**src/rtl/cache_pkg.sv**
```systemverilog
// Shared cache definitions: MESI encoding, replacer FSM states and width helpers.
package cache_pkg;

  typedef enum logic [1:0] {
    MESI_I = 2'd0,
    MESI_S = 2'd1,
    MESI_E = 2'd2,
    MESI_M = 2'd3
  } mesi_e;

  typedef enum logic [1:0] {
    INIT = 2'd0,
    IDLE = 2'd1,
    HOLD = 2'd2
  } plru_state_e;

  // Bits needed to index one way of an assoc-way set.
  function automatic int way_w(input int assoc);
    return (assoc > 1) ? $clog2(assoc) : 1;
  endfunction

  // Number of sets addressed by a set index of set_bits bits.
  function automatic int set_count(input int set_bits);
    return 1 << set_bits;
  endfunction

endpackage

```
**src/rtl/plru_tree.sv**
```systemverilog
// Combinational tree-PLRU logic for one set: picks the fill way and computes
// the tree bits after an access. Node k has children 2k+1 / 2k+2; a 0 bit
// means the victim lies in the left (lower-index) half.
module plru_tree
  import cache_pkg::*;
#(
  parameter int a_size = 4
) (
  input  logic [a_size-2:0]        tree,
  input  logic                     hit,
  input  logic [way_w(a_size)-1:0] access_way,
  input  logic [a_size-1:0]        invalid,
  output logic [way_w(a_size)-1:0] victim,
  output logic [a_size-2:0]        next_tree
);

  localparam int WAY_W = way_w(a_size);

  logic [WAY_W-1:0] plru_way;
  logic [WAY_W-1:0] inv_way;
  logic [WAY_W-1:0] target;

  // Walk from the root following the bits to the pseudo-LRU leaf.
  // NOTE: every always_comb output gets a default first so no path can infer a latch.
  always_comb begin : walk
    int node;
    node     = 0;
    plru_way = '0;
    for (int l = 0; l < WAY_W; l++) begin
      plru_way[WAY_W-1-l] = tree[node];
      node = tree[node] ? (2 * node + 2) : (2 * node + 1);
    end
  end

  // Lowest-index invalid way wins over the tree victim.
  always_comb begin
    inv_way = '0;
    for (int n = a_size - 1; n >= 0; n--) begin
      if (invalid[n]) inv_way = WAY_W'(n);
    end
    victim = (|invalid) ? inv_way : plru_way;
    target = hit ? access_way : victim;
  end

  // Point every node on the accessed way's path away from that way.
  always_comb begin : update
    int node;
    node      = 0;
    next_tree = tree;
    for (int l = 0; l < WAY_W; l++) begin
      next_tree[node] = ~target[WAY_W-1-l];
      node = target[WAY_W-1-l] ? (2 * node + 2) : (2 * node + 1);
    end
  end

endmodule

```
**src/rtl/plru_replacer.sv**
```systemverilog
// Per-set tree pseudo-LRU replacement tracker: owns the tree storage, the
// INIT/IDLE/HOLD sequencing and the request/response handshakes.
module plru_replacer
  import cache_pkg::*;
#(
  parameter int s_size   = 4,
  parameter int a_size   = 4,
  parameter int protocol = 2
) (
  input  logic                         clk,
  input  logic                         rst_n,
  input  logic                         flush,
  input  logic                         req_valid,
  output logic                         req_ready,
  input  logic [s_size-1:0]            req_set,
  input  logic                         req_hit,
  input  logic [way_w(a_size)-1:0]     hit_way,
  input  logic [a_size*protocol-1:0]   way_state,
  output logic                         resp_valid,
  input  logic                         resp_ready,
  output logic [way_w(a_size)-1:0]     resp_way,
  output logic                         resp_dirty
);

  localparam int WAY_W = way_w(a_size);
  localparam int SETS  = set_count(s_size);
  localparam int NODES = a_size - 1;

  plru_state_e       state_q, state_d;
  logic [s_size-1:0] init_cnt;
  logic              accept;
  logic [NODES-1:0]  tree_q [SETS];
  logic [NODES-1:0]  cur_tree;
  logic [NODES-1:0]  next_tree;
  logic [a_size-1:0] invalid;
  logic [WAY_W-1:0]  victim;
  logic [WAY_W-1:0]  fill_way;
  logic              fill_dirty;

  // Flag ways currently in state I.
  always_comb begin
    invalid = '0;
    for (int n = 0; n < a_size; n++) begin
      invalid[n] = (way_state[n*protocol +: protocol] == protocol'(MESI_I));
    end
  end

  assign cur_tree = tree_q[req_set];

  plru_tree #(.a_size(a_size)) u_tree (
    .tree       (cur_tree),
    .hit        (req_hit),
    .access_way (hit_way),
    .invalid    (invalid),
    .victim     (victim),
    .next_tree  (next_tree)
  );

  // Response way, and dirty only when a full set evicts a Modified line.
  always_comb begin
    fill_way   = req_hit ? hit_way : victim;
    fill_dirty = !req_hit && !(|invalid) &&
                 (way_state[int'(victim)*protocol +: protocol] == protocol'(MESI_M));
  end

  // Next-state and request-ready decode; flush overrides everything.
  always_comb begin
    state_d   = state_q;
    req_ready = 1'b0;
    case (state_q)
      INIT: if (init_cnt == '1) state_d = IDLE;
      IDLE: req_ready = 1'b1;
      HOLD: begin
        req_ready = resp_ready;
        if (resp_ready) state_d = IDLE;
      end
      default: state_d = INIT;
    endcase
    accept = req_valid && req_ready && !flush;
    if (accept) state_d = HOLD;
    if (flush)  state_d = INIT;
  end

  // State register and INIT set counter.
  always_ff @(posedge clk or negedge rst_n) begin
    if (!rst_n) begin
      state_q  <= INIT;
      init_cnt <= '0;
    end else begin
      state_q <= state_d;
      if (flush || state_q != INIT) init_cnt <= '0;
      else                          init_cnt <= init_cnt + 1'b1;
    end
  end

  // Response register: loaded on accept, dropped on handshake or flush.
  always_ff @(posedge clk or negedge rst_n) begin
    if (!rst_n) begin
      resp_valid <= 1'b0;
      resp_way   <= '0;
      resp_dirty <= 1'b0;
    end else if (flush) begin
      resp_valid <= 1'b0;
    end else if (accept) begin
      resp_valid <= 1'b1;
      resp_way   <= fill_way;
      resp_dirty <= fill_dirty;
    end else if (resp_ready) begin
      resp_valid <= 1'b0;
    end
  end

  // Tree storage: cleared one set per INIT cycle, written on each accept.
  // NOTE: this array is reset as well as swept by INIT because its reset value is architecturally defined.
  always_ff @(posedge clk or negedge rst_n) begin
    if (!rst_n) begin
      for (int s = 0; s < SETS; s++) tree_q[s] <= '0;
    end else if (!flush) begin
      if (state_q == INIT) tree_q[init_cnt] <= '0;
      else if (accept)     tree_q[req_set]  <= next_tree;
    end
  end

endmodule

```
**config.mk**
```make
export PLATFORM = sky130hd
export DESIGN_NAME = plru_replacer
export DESIGN_NICKNAME = d
export VERILOG_FILES = /design/src/rtl/cache_pkg.sv /design/src/rtl/plru_tree.sv /design/src/rtl/plru_replacer.sv
export SDC_FILE = /design/constraint.sdc
export NUM_CORES = 1
export LEC_CHECK = 0
export CORE_UTILIZATION = 50
export CTS_CLUSTER_DIAMETER = 40
export DETAILED_ROUTE_END_ITERATION = 7
export PLACE_DENSITY = 0.7
export SETUP_SLACK_MARGIN = 0.2
export SLEW_MARGIN = 30
export SYNTH_ARGS = -nofsm -noshare
export SYNTH_HDL_FRONTEND = slang
export SYNTH_SLANG_ARGS = --single-unit
```
**constraint.sdc**
```tcl
create_clock -name clk -period 3.6 [get_ports clk]
set_input_delay 0.36 -clock clk [delete_from_list [all_inputs] [get_ports clk]]
set_output_delay 0.36 -clock clk [all_outputs]
set_load 0.02 [all_outputs]
```
* After elaboration in Yosys (flattened, before gate mapping)
Index checks and enable logic that the tools add are counted.
** Word-level totals
- Output and inout port bits :: 5
- Bits in registers :: 58
- Input bits :: 20
- Logic and storage cells :: 101
** Cells by class
- Bitwise operators :: 7
- Eq/ne operators :: 7
- Reduce and logical (&&, ||, !) cells :: 23
- Mux-type cells :: 34
- $add $sub $neg :: 1
- Order comparisons :: 7
- Shift-type cells :: 1
** Operators by type and width (number)
- $mux 48 :: 2
- $lt 32x4->1 const B :: 2
- $and 48x48->48 :: 1
- $bwmux 48 :: 1
- $not 48->48 :: 1
- $ge 32x1->1 const B :: 1
- $demux 3 s4 :: 2
- $mux 2 :: 12
- $bmux 3 s4 :: 1
- $mux 3 :: 4
- $ge 5x5->1 const B :: 2
- $logic_not 2->1 :: 5
- $lt 5x1->1 const B :: 2
- $not 4->5 :: 2
- $ne 4x4->1 const B :: 2
- $shiftx 8x4->2 :: 1
- $logic_and 1x1->1 :: 7
- $mux 1 :: 6
- $pmux 2 s3 :: 1
- $add 4x1->4 const B :: 1
- $eq 2x2->1 const B :: 2
- $eq 4x4->1 const B :: 1
- $mux 4 :: 1
- $reduce_and 2->1 :: 2
- 13 further kinds :: 18

* Logic depth before layout (Yosys ltp)
- Depth after elaboration :: 19
- Gate-level depth with buffers :: 9
- Mapped depth without buffers :: 9

* Cells and area by module
Synthesis repeated with hierarchy kept, for this count alone.
** Unflattened totals
- Cell total of the unflattened synthesis :: 307
- Area total of the unflattened synthesis :: 3364.5 µm²
** By module, submodules not included
- plru_replacer :: times used 1, area each 3271.9 µm², sequential area each 1451.4 µm², cells an instance 291
- plru_tree :: times used 1, area each 92.6 µm², sequential area each 0.0 µm², cells an instance 16

* Worst setup path before layout
No wires, ideal clock.
- Kind :: input to register
- Start point :: input port req_set[0]
- End point :: register tree_q[31] (netlist name)
- Data required time :: 3.482 ns
- Path slack :: 1.193 ns
- Data arrival time :: 2.289 ns
- Stages on the path :: 9
- Library setup time :: 0.118 ns
- Buffers on the path :: 2
- Cells stage by stage :: buf_6 mux4_2 a22oi_2 nand2_2 o31a_1 a22o_1 a21oi_4 buf_6 o21ai_2
** On the way
- Longest elaborated chain between the ends :: 15
- Elaborated cells between the ends (all ways) :: 26
- Those cells by class :: order compare: 4; mux: 18; bitwise: 2; reduce/logical: 2
** Ends and longest elaborated chain
- start: declaration :: line plru_replacer.sv:15 : input logic [s_size-1:0] req_set,
- $not 4->5 (implied by the code) (*) :: line plru_replacer.sv:48, plru_replacer.sv:120
- $bmux 3 s4 :: line plru_replacer.sv:48 : assign cur_tree = tree_q[req_set];
- $mux 3 (implied by the code) (2 in series) :: line plru_replacer.sv:48
- $mux 2, on equally long branches :: line plru_tree.sv:41, plru_tree.sv:31
- $mux 2 / $bmux 1 s2 (equally long branches)
- $mux 2 / $mux 1 (equally long branches)
- $ge 32x1->1 (implied by the code), or another cell as far along :: line plru_tree.sv:51 : next_tree[node] = ~target[WAY_W-1-l];
- $logic_and 1x1->1 (implied by the code) / $mux 2 (equally long branches) :: line plru_tree.sv:51, plru_tree.sv:41
- $mux 1 (implied by the code) / $mux 2 (equally long branches) :: line plru_tree.sv:51, plru_tree.sv:42
- $demux 1 s2 / $not 1->1 (equally long branches)
- $bwmux 3 :: line plru_tree.sv:51
- $bwmux 48 (*) :: line plru_replacer.sv:120 : else if (accept) tree_q[req_set] <= next_tree;
- $mux 48 (*) :: line plru_replacer.sv:120
- $mux 48 (*) :: line plru_replacer.sv:119 : if (state_q == INIT) tree_q[init_cnt] <= '0;
- end signal: indexed assignment :: line plru_replacer.sv:120
- end: declaration :: line plru_replacer.sv:32 : logic [NODES-1:0] tree_q [SETS];
Every way passes the cells marked *; elsewhere a longest branch is shown, timed or not. The select of a mux whose other input is x is not followed.
A chain may end at the register's enable or synchronous reset.

* Worst setup path after layout
- Start point :: input port req_set[1]
- End point :: register tree_q[11] (netlist name)
Same word-level chain as after synthesis.

==> reports/metrics.cfg <==
[finish]
area_delta_synth_final_pct = 18.8
layout.nets = 398
regArea_um2 = 1450
multi_input_area_um2 = 1630
drive_gt1_frac = 0.168
antennaDiodeCount = 0
mostFrequentLayoutCell = nand2_1
final_cell_mix = 82 x nand2_1, 58 x dfrtp_1, 39 x o21ai_0, 23 x clkdlybuf4s50_1, 19 x nand2b_1
fill_cells = 522

[route]
drtAntennaViolNets = 0
wl_per_cell_um = 18.0
firstDrtPassIters = 5
route.detailed.drc = 0
routed_wl_mm = 8.10
via_count = 2707
drt_iter0_markers = 175
wl_met1_mm = 3.53
via_per_inst = 6.00
highest_layer = met4
wl_met3_um = 499
dr_wl_met2_mm = 3.82

[clock_network]
cts_hold_buf = 0
cts_buffers = 9
cts.path.max_buffers = 2
cts_sinks = 58
h-tree-depth = 3
root_buffer = clkbuf_8
clock_latency_ns = 0.34
clkTransAtPathRegs_ns = 0.07
cts_tree = built
cts_resized = 0
post_cts_buffers = 0

[setup_path]
crit_path_start = req_set[1]
critical_path_arrival_ns = 3.20
critPathMaxFanout = 12
cp.required_ns = 3.85
timing.rr.start = state_q[0]$_DFFE_PN0P_
startpoint_type = input pin
worst_setup_path_end_kind = flip-flop
path_class = in2reg

[die]
io_pins = 25
chipWidth_um = 82.0
die_area_um2 = 6720
rows = 28
start_util = 0.527
core_area_um2 = 6060
fp.dieH_um = 82.0

[global_route]
track_usage = 0.271
gr-total-overflow = 0
grt_max_degree = 34
first_global_vias = 2637
grt_pass1_wl_mm = 13.1
antenna_found_initial = 0

[logic_synthesis]
synth_area_um2 = 3200
syn_inst = 334
synth_edf_count = 0
synth_seq_cells = 58
synth.distinct_cells = 46
synth_warnings = 0
synth.area.mux_share = 0.0877
yosys.area_share.simple = 0.205
synthFlopType = dfrtp_1
synth-xor-area-share = 0.00548
synth_top_family_by_area = simple AND/OR/NAND/NOR gates
syn_avg_cell_area_um2 = 9.57
synthAdderAreaFrac = 0.0274
synth-compound-area-share = 0.186
synth_fp_nets = 361
async_reset_ff_frac = 1.00
ys_seq_area_frac = 0.454

[placed_design]
gp_congestion = 0.840
hpwl_mm = 5.94
numPortBuffers = 24

[timing]
setup_viol = 0
fin_skew_ns = 0.0136
max_slew.worst_pin.slew_ns = 0.647
fmaxAchievable_mhz = 340
slew_viol_final = 0
slew-limit-headroom = 0.568
rsz0062_at_grt = false
finalCritPeriodShare = 0.818
hold_viol = 0
finalSetupTns_ns = 0
period_needed_ns = 2.95

[power]
pwr-share-seq = 0.444
p_leak_uw = 0.00156
p_int_uw = 1100
p_total_uw = 1510
power_frac_comb = 0.144
switchingPower_uw = 412
clkPwrFrac = 0.412
ir_worst_vdd_uv = 261
p_per_area_nw_per_um2 = 399
swShare = 0.272

[run_status]
status = finished, final reports clean

[worst_hold_path]
hp-class = in2async

[flow_run]
max_cap_violations = 0

kinds of logic after synthesis:
group,count (synthesis)
AND/OR/NAND/NOR,143
AO/OA/AOI/OAI,88
flip-flops,58
buffers and inverters,23
multiplexers,13
adder cells (fa/ha/maj),7
XOR/XNOR,2
synth_stat cells, types with 2 or more instances:
master	count	area share
o32ai_1	3	0.0082
nor2b_1	4	0.0078
nand3b_1	2	0.0047
nand3_1	4	0.0063
nor3_1	2	0.0031
nand2_1	82	0.096
ha_1	7	0.027
o22ai_1	15	0.029
mux4_2	12	0.085
buf_6	3	0.011
inv_1	9	0.011
dfrtp_1	58	0.45
o21ai_0	39	0.061
nor4_1	4	0.0078
nor4b_1	2	0.0055
o21ai_2	10	0.027
a22oi_2	2	0.0078
buf_2	2	0.0031
nor2_1	16	0.019
nand2b_1	19	0.037
a22o_1	2	0.0055
a21oi_1	2	0.0031
clkbuf_1	7	0.0082
buf_1	2	0.0023
or3_1	2	0.0039
a22oi_1	4	0.0094
state kept, by name (all words and copies together), names as in the netlist:
name,count
init_cnt,4
resp_dirty,1
resp_valid,1
tree_q,48
state_q,2
resp_way,2
cell type report:
type                            instances  area share
Tap cell                               75      0.0247
Inverter                                9     0.00889
Multi-Input combinational cell        253       0.430
Timing Repair Buffer                   40       0.100
Sequential cell                        58       0.382
Clock buffer                           12      0.0408
Clock inverter                          4      0.0132
routing by layer:
layer / track usage / up-vias
met5: 0 / -
met4: 0.133 / 0
met3: 0.0722 / 22
met2: 0.415 / 106
met1: 0.353 / 1316
li1: - / 1263
worst max-delay path, stage by stage:
cell	delay, ns
clkdlybuf4s50_1	0.88
buf_4	0.26
mux4_2	0.33
a22oi_1	0.17
nand2_1	0.10
mux2i_1	0.36
o31a_2	0.26
a21oi_2	0.08
buf_4	0.18
o21ai_0	0.19
per-stage QoR:
stage                util  hold WS, ns  worst slack [ns]  std cells  instance area [µm²]
global route        0.627       0.0575             0.524        451                 3800
floorplan               -       0.0644              1.19        334                 3200
finish              0.627       0.0130             0.655        451                 3800
detailed placement  0.593        0.390             0.380        435                 3590
global placement    0.593        0.382             0.473        435                 3590
CTS                 0.627       0.0265             0.727        451                 3800
worst paths after layout:
kind	endpoint	slack (ns)	cells after the start
worst max-delay path	tree_q[11]$_DFFE_PN0P_	0.65	10
worst min-delay path	state_q[0]$_DFFE_PN0P_	0.01	1
worst max register to register	tree_q[36]$_DFFE_PN0P_	1.06	8
worst min register to register	tree_q[31]$_DFFE_PN0P_	0.48	2
max in group asynchronous	tree_q[26]$_DFFE_PN0P_	2.75	2
min in group clk	tree_q[31]$_DFFE_PN0P_	0.48	2
power groups by stage:
stage	Combinational (µW)	Sequential (µW)	Clock (µW)
floorplan	126	685	0
global placement	213	684	0
detailed placement	216	685	0
CTS	218	672	631
global route	242	674	662
finish	218	673	623
No activity file was read; power rests on OpenSTA's default activity.
